[src/rtl/ahblite_slave_mux_param.sv]
// AHB-Lite data-phase response multiplexer for NPORT slaves with a built-in
// default slave that answers decode misses and multi-hits with a two-cycle ERROR.
module ahblite_slave_mux_param #(
    parameter int NPORT            = 6,
    parameter int DW               = 32,
    parameter int DEFAULT_SLAVE_EN = 1,
    parameter int CNTW             = 8
) (
    input  logic                HCLK,
    input  logic                HRESETn,
    input  logic                HREADY,
    input  logic [1:0]          HTRANS,
    input  logic [NPORT-1:0]    HSEL_VEC,
    input  logic [NPORT-1:0]    HREADYOUT_VEC,
    input  logic [NPORT-1:0]    HRESP_VEC,
    input  logic [NPORT*DW-1:0] HRDATA_BUS,
    input  logic                ERR_CLR,
    output logic                HREADYOUT,
    output logic                HRESP,
    output logic [DW-1:0]       HRDATA,
    output logic [CNTW-1:0]     ERR_CNT
);

    typedef enum logic [1:0] {
        IDLE = 2'd0,
        ERR1 = 2'd1,
        ERR2 = 2'd2
    } state_t;

    localparam logic [NPORT-1:0] ONE = NPORT'(1);

    state_t            state_q, state_d;
    logic [NPORT-1:0]  sel_q, sel_d;
    logic              hit_q, hit_d;
    logic [CNTW-1:0]   cnt_q, cnt_d;

    logic              sel_onehot;
    logic              miss;
    logic              inc;
    logic              dflt_rdy;
    logic              dflt_rsp;
    logic [DW-1:0]     rd_terms [NPORT];
    logic [DW-1:0]     rd_or;
    logic              unused_htrans0;

    // Only HTRANS[1] distinguishes NONSEQ/SEQ from IDLE/BUSY.
    assign unused_htrans0 = HTRANS[0];

    assign sel_onehot = (HSEL_VEC != '0) && ((HSEL_VEC & (HSEL_VEC - ONE)) == '0);
    assign miss       = !sel_onehot && HTRANS[1] && (DEFAULT_SLAVE_EN != 0);

    // Address phase is only accepted while the bus is ready.
    assign sel_d = HREADY ? HSEL_VEC   : sel_q;
    assign hit_d = HREADY ? sel_onehot : hit_q;

    always_ff @(posedge HCLK or negedge HRESETn) begin
        if (!HRESETn) begin
            state_q <= IDLE;
            sel_q   <= '0;
            hit_q   <= 1'b0;
            cnt_q   <= '0;
        end else begin
            state_q <= state_d;
            sel_q   <= sel_d;
            hit_q   <= hit_d;
            cnt_q   <= cnt_d;
        end
    end

    always_comb begin
        state_d = state_q;
        case (state_q)
            IDLE:    if (HREADY && miss) state_d = ERR1;
            ERR1:    state_d = ERR2;
            ERR2:    state_d = (HREADY && miss) ? ERR1 : IDLE;
            default: state_d = IDLE;
        endcase
    end

    always_comb begin
        dflt_rdy = 1'b1;
        dflt_rsp = 1'b0;
        case (state_q)
            ERR1: begin
                dflt_rdy = 1'b0;
                dflt_rsp = 1'b1;
            end
            ERR2: begin
                dflt_rdy = 1'b1;
                dflt_rsp = 1'b1;
            end
            default: begin
                dflt_rdy = 1'b1;
                dflt_rsp = 1'b0;
            end
        endcase
    end

    // ERR1 is only ever entered from IDLE or ERR2, so this marks each entry.
    assign inc = (state_d == ERR1);

    always_comb begin
        cnt_d = cnt_q;
        if (ERR_CLR) begin
            cnt_d = inc ? CNTW'(1) : '0;
        end else if (inc && (cnt_q != '1)) begin
            cnt_d = cnt_q + CNTW'(1);
        end
    end

    generate
        for (genvar gi = 0; gi < NPORT; gi++) begin : g_rd
            assign rd_terms[gi] = {DW{sel_q[gi]}} & HRDATA_BUS[gi*DW +: DW];
        end
    endgenerate

    always_comb begin
        rd_or = '0;
        for (int i = 0; i < NPORT; i++) begin
            rd_or = rd_or | rd_terms[i];
        end
    end

    // hit_q guarantees sel_q is one-hot, so an AND-OR mux is exact.
    always_comb begin
        if (hit_q) begin
            HREADYOUT = |(sel_q & HREADYOUT_VEC);
            HRESP     = |(sel_q & HRESP_VEC);
            HRDATA    = rd_or;
        end else begin
            HREADYOUT = dflt_rdy;
            HRESP     = dflt_rsp;
            HRDATA    = '0;
        end
    end

    assign ERR_CNT = cnt_q;

endmodule

[config.mk]
export PLATFORM = sky130hd
export DESIGN_NAME = ahblite_slave_mux_param
export DESIGN_NICKNAME = d
export VERILOG_FILES = /design/src/rtl/ahblite_slave_mux_param.sv
export SDC_FILE = /design/constraint.sdc
export NUM_CORES = 1
export LEC_CHECK = 0
export CORE_AREA = 4 4 97 99
export DETAILED_ROUTE_END_ITERATION = 7
export DIE_AREA = 0 0 101 103
export DONT_BUFFER_PORTS = 1
export HOLD_SLACK_MARGIN = 0.03
export REMOVE_ABC_BUFFERS = 1
export SYNTH_ARGS = -nofsm -noshare
export SYNTH_HDL_FRONTEND = slang
export SYNTH_SLANG_ARGS = --single-unit
[constraint.sdc]
create_clock -name HCLK -period 1.7 [get_ports HCLK]
set_input_delay 0.51 -clock HCLK [delete_from_list [all_inputs] [get_ports HCLK]]
set_output_delay 0.51 -clock HCLK [all_outputs]
set_load 0.05 [all_outputs]
==> impl_metrics.json <==
{
  "setup_viol": 42,
  "outcome": "finished, violations left",
  "p_leak_nw": 1.32,
  "fin_skew_ns": 0.00198,
  "cts_made_buffers": 3,
  "clk_pin_slew_worst_paths_ns": 0.07,
  "rsz0062_at_grt": "yes",
  "clk_latency_ns": 0.25,
  "cts_tree": "yes",
  "grt_pass1_wl_um": 15600,
  "critPathRequiredTime_ns": 1.19,
  "syn_area_per_cell_um2": 8.17,
  "cts_sinks": 17,
  "via_per_inst": 6.45,
  "worst_pin_slew_ns": 0.779,
  "fin_nets": 540,
  "p_per_area_nw_per_um2": 907,
  "seq_area_frac_synth_pct": 20.5,
  "cp-startpoint": "state_q[0]$_DFF_PN0_",
  "overflow": 0,
  "syn-cell-area_um2": 2070,
  "start_util_pct": 24.3,
  "critPathKind": "reg2out",
  "violations": "setup timing",
  "cp.arrival_ns": 1.48,
  "wl_per_cell_um": 28.1,
  "place_ws_ns": -0.292,
  "globalplace.congestion": 0.888,
  "dieArea_um2": 10400,
  "die_y_um": 103,
  "period_needed_ns": 1.99,
  "fin_crit_sh_pct": 117,
  "fin_ws_ns": -0.288,
  "cp_max_fo": 4,
  "peakVddDrop_v": 0.000884,
  "hold_path_class": "in2reg",
  "wirelength_um": 11900,
  "drv_slew": 0,
  "p_total_mw": 3.20,
  "synth-async-reset-ratio_pct": 100,
  "final-hold-violation-count": 0,
  "synth_edf_count": 0,
  "drt.antenna.violating_nets": 0,
  "core_um2": 8550,
  "vias": 2740,
  "ioPinCount": 258,
  "yosys_most_used_dff": "dfrtp_1",
  "r2r-start": "state_q[1]$_DFF_PN0_",
  "drive_gt1_share_pct": 59.6,
  "setup_tns_ns": -9.15,
  "grt_max_degree": 27,
  "synthCells": 254,
  "hp-start": "ERR_CLR",
  "first_pass_iters": 5,
  "yosysUniqueCellTypes": 34,
  "die_width_um": 101,
  "drt_iter0_markers": 150,
  "fillers": 830,
  "track_usage_pct": 19.7,
  "yosysWarnings": 0,
  "antenna_found_initial": 0,
  "critPathCaptureType": "output pin",
  "fmax_mhz": 503,
  "dpl.hpwl_um": 8840,
  "num_antenna_cells": 0,
  "htree_levels": 1,
  "placementRows": 34,
  "cts_root_buffer": "clkbuf_8",
  "cap_violations": 0,
  "syn_to_final_growth_pct": 69.9,
  "startpoint_type": "register",
  "ys_ff_latch": 17,
  "drcViolationCount": 0,
  "max-slew-margin-rel_pct": 47.9,
  "clockBufferDepth": 2,
  "grt_pass1_vias": 2555,
  "io_buffers": 0
}
[synthesized netlist by cell type (4+ instances only)]
library cell,number,area (um^2)
a22oi_1,103,773
a31oi_1,32,200
clkbuf_1,29,109
nor2_1,11,41.3
mux2_2,6,67.6
nand3_1,4,20.0
ha_1,6,75.1
a21oi_1,6,30.0
dfrtp_1,17,425
[critical path, cell delays in order (launching register included)]
cell	delay [ns]
dfrtp_2	0.42
buf_6	0.13
inv_6	0.03
ha_4	0.26
nor2_4	0.03
a41oi_2	0.16
buf_6	0.18
[logic make-up after synthesis]
kind of cell | share of synthesized area, %
AOI/OAI and AO/OA | 52.2
xor gates and xnor gates | 1.27
adders and majority gates | 3.62
buffers and inverters | 6.51
DFF | 20.5
muxes | 5.91
and+or+nand+nor | 9.95
[layout by cell type (no fill, tap or decap), drive strengths merged, types with 3 or more instances in the layout]
cell and instances:
nand3 4, a21oi 6, inv 3, dfrtp 17
clkbuf 3, a31oi 32, nor2 12, nand2 3
ha 6, nor2b 3, buf 87, nand2b 3
mux2 9, a22oi 105
[layout make-up]
class / count / area, um^2 / area share (%)
Multi-Input combinational cell: 204 / 1940 / 55.0
Tap cell: 108 / 135 / 3.83
Clock buffer: 3 / 41.3 / 1.17
Inverter: 4 / 20.0 / 0.568
Clock inverter: 1 / 5.00 / 0.142
Timing Repair Buffer: 88 / 951 / 27.0
Sequential cell: 17 / 433 / 12.3
[flip-flops by register name, indices dropped and copies added, names as in the netlist]
signal	count
hit_q	1
sel_q	6
state_q	2
ERR_CNT	8
[power by group]
group | internal, mW | switching (mW)
Clock | 0.163 | 0.142
Sequential | 0.463 | 0.0594
Combinational | 1.06 | 1.31
[timing repair]
| item | 4_1_cts | 5_1_grt |
|---|---|---|
| endpoints found under the hold margin | 17 | 0 |
| resized for setup | 80 | 27 |
| hold buffers | 1 | 0 |
| pin swaps | 37 | 20 |
| endpoints found under the setup margin | 42 | 42 |
| setup buffers | 9 | 2 |
| gates cloned | 4 | 0 |
[path summary, 6_finish.rpt]
| check | to | slack, ns | cells after the start |
|---|---|---|---|
| setup reg to reg | ERR_CNT[3]$_DFFE_PN0P_ | -0.20 | 7 |
| hold reg to reg | hit_q$_DFFE_PN0P_ | 0.68 | 3 |
| min in group asynchronous | ERR_CNT[1]$_DFFE_PN0P_ | 0.78 | 1 |
| hold / removal | ERR_CNT[5]$_DFFE_PN0P_ | 0.31 | 1 |
| setup / recovery | HRESP | -0.29 | 6 |
| max in group asynchronous | sel_q[0]$_DFFE_PN0P_ | 0.38 | 1 |
[per-stage QoR]
step | util, % | cell area (um^2) | instances | hold slack, ns
4_1_cts | 39.6 | 3380 | 423 | 0.303
2_1_floorplan | - | 1950 | 224 | 0.214
3_5_place_dp | 32.6 | 2790 | 405 | 0.215
6_report | 41.2 | 3520 | 425 | 0.308
3_3_place_gp | 32.6 | 2790 | 405 | 0.215
5_1_grt | 41.2 | 3520 | 425 | 0.292
[routing by layer]
layer	track usage (%)	routed length, um
met5	0	0
met4	3.37	164
met3	4.47	1400
met2	34.1	6330
met1	25.4	4060
No activity file was read; power rests on OpenSTA's default activity.
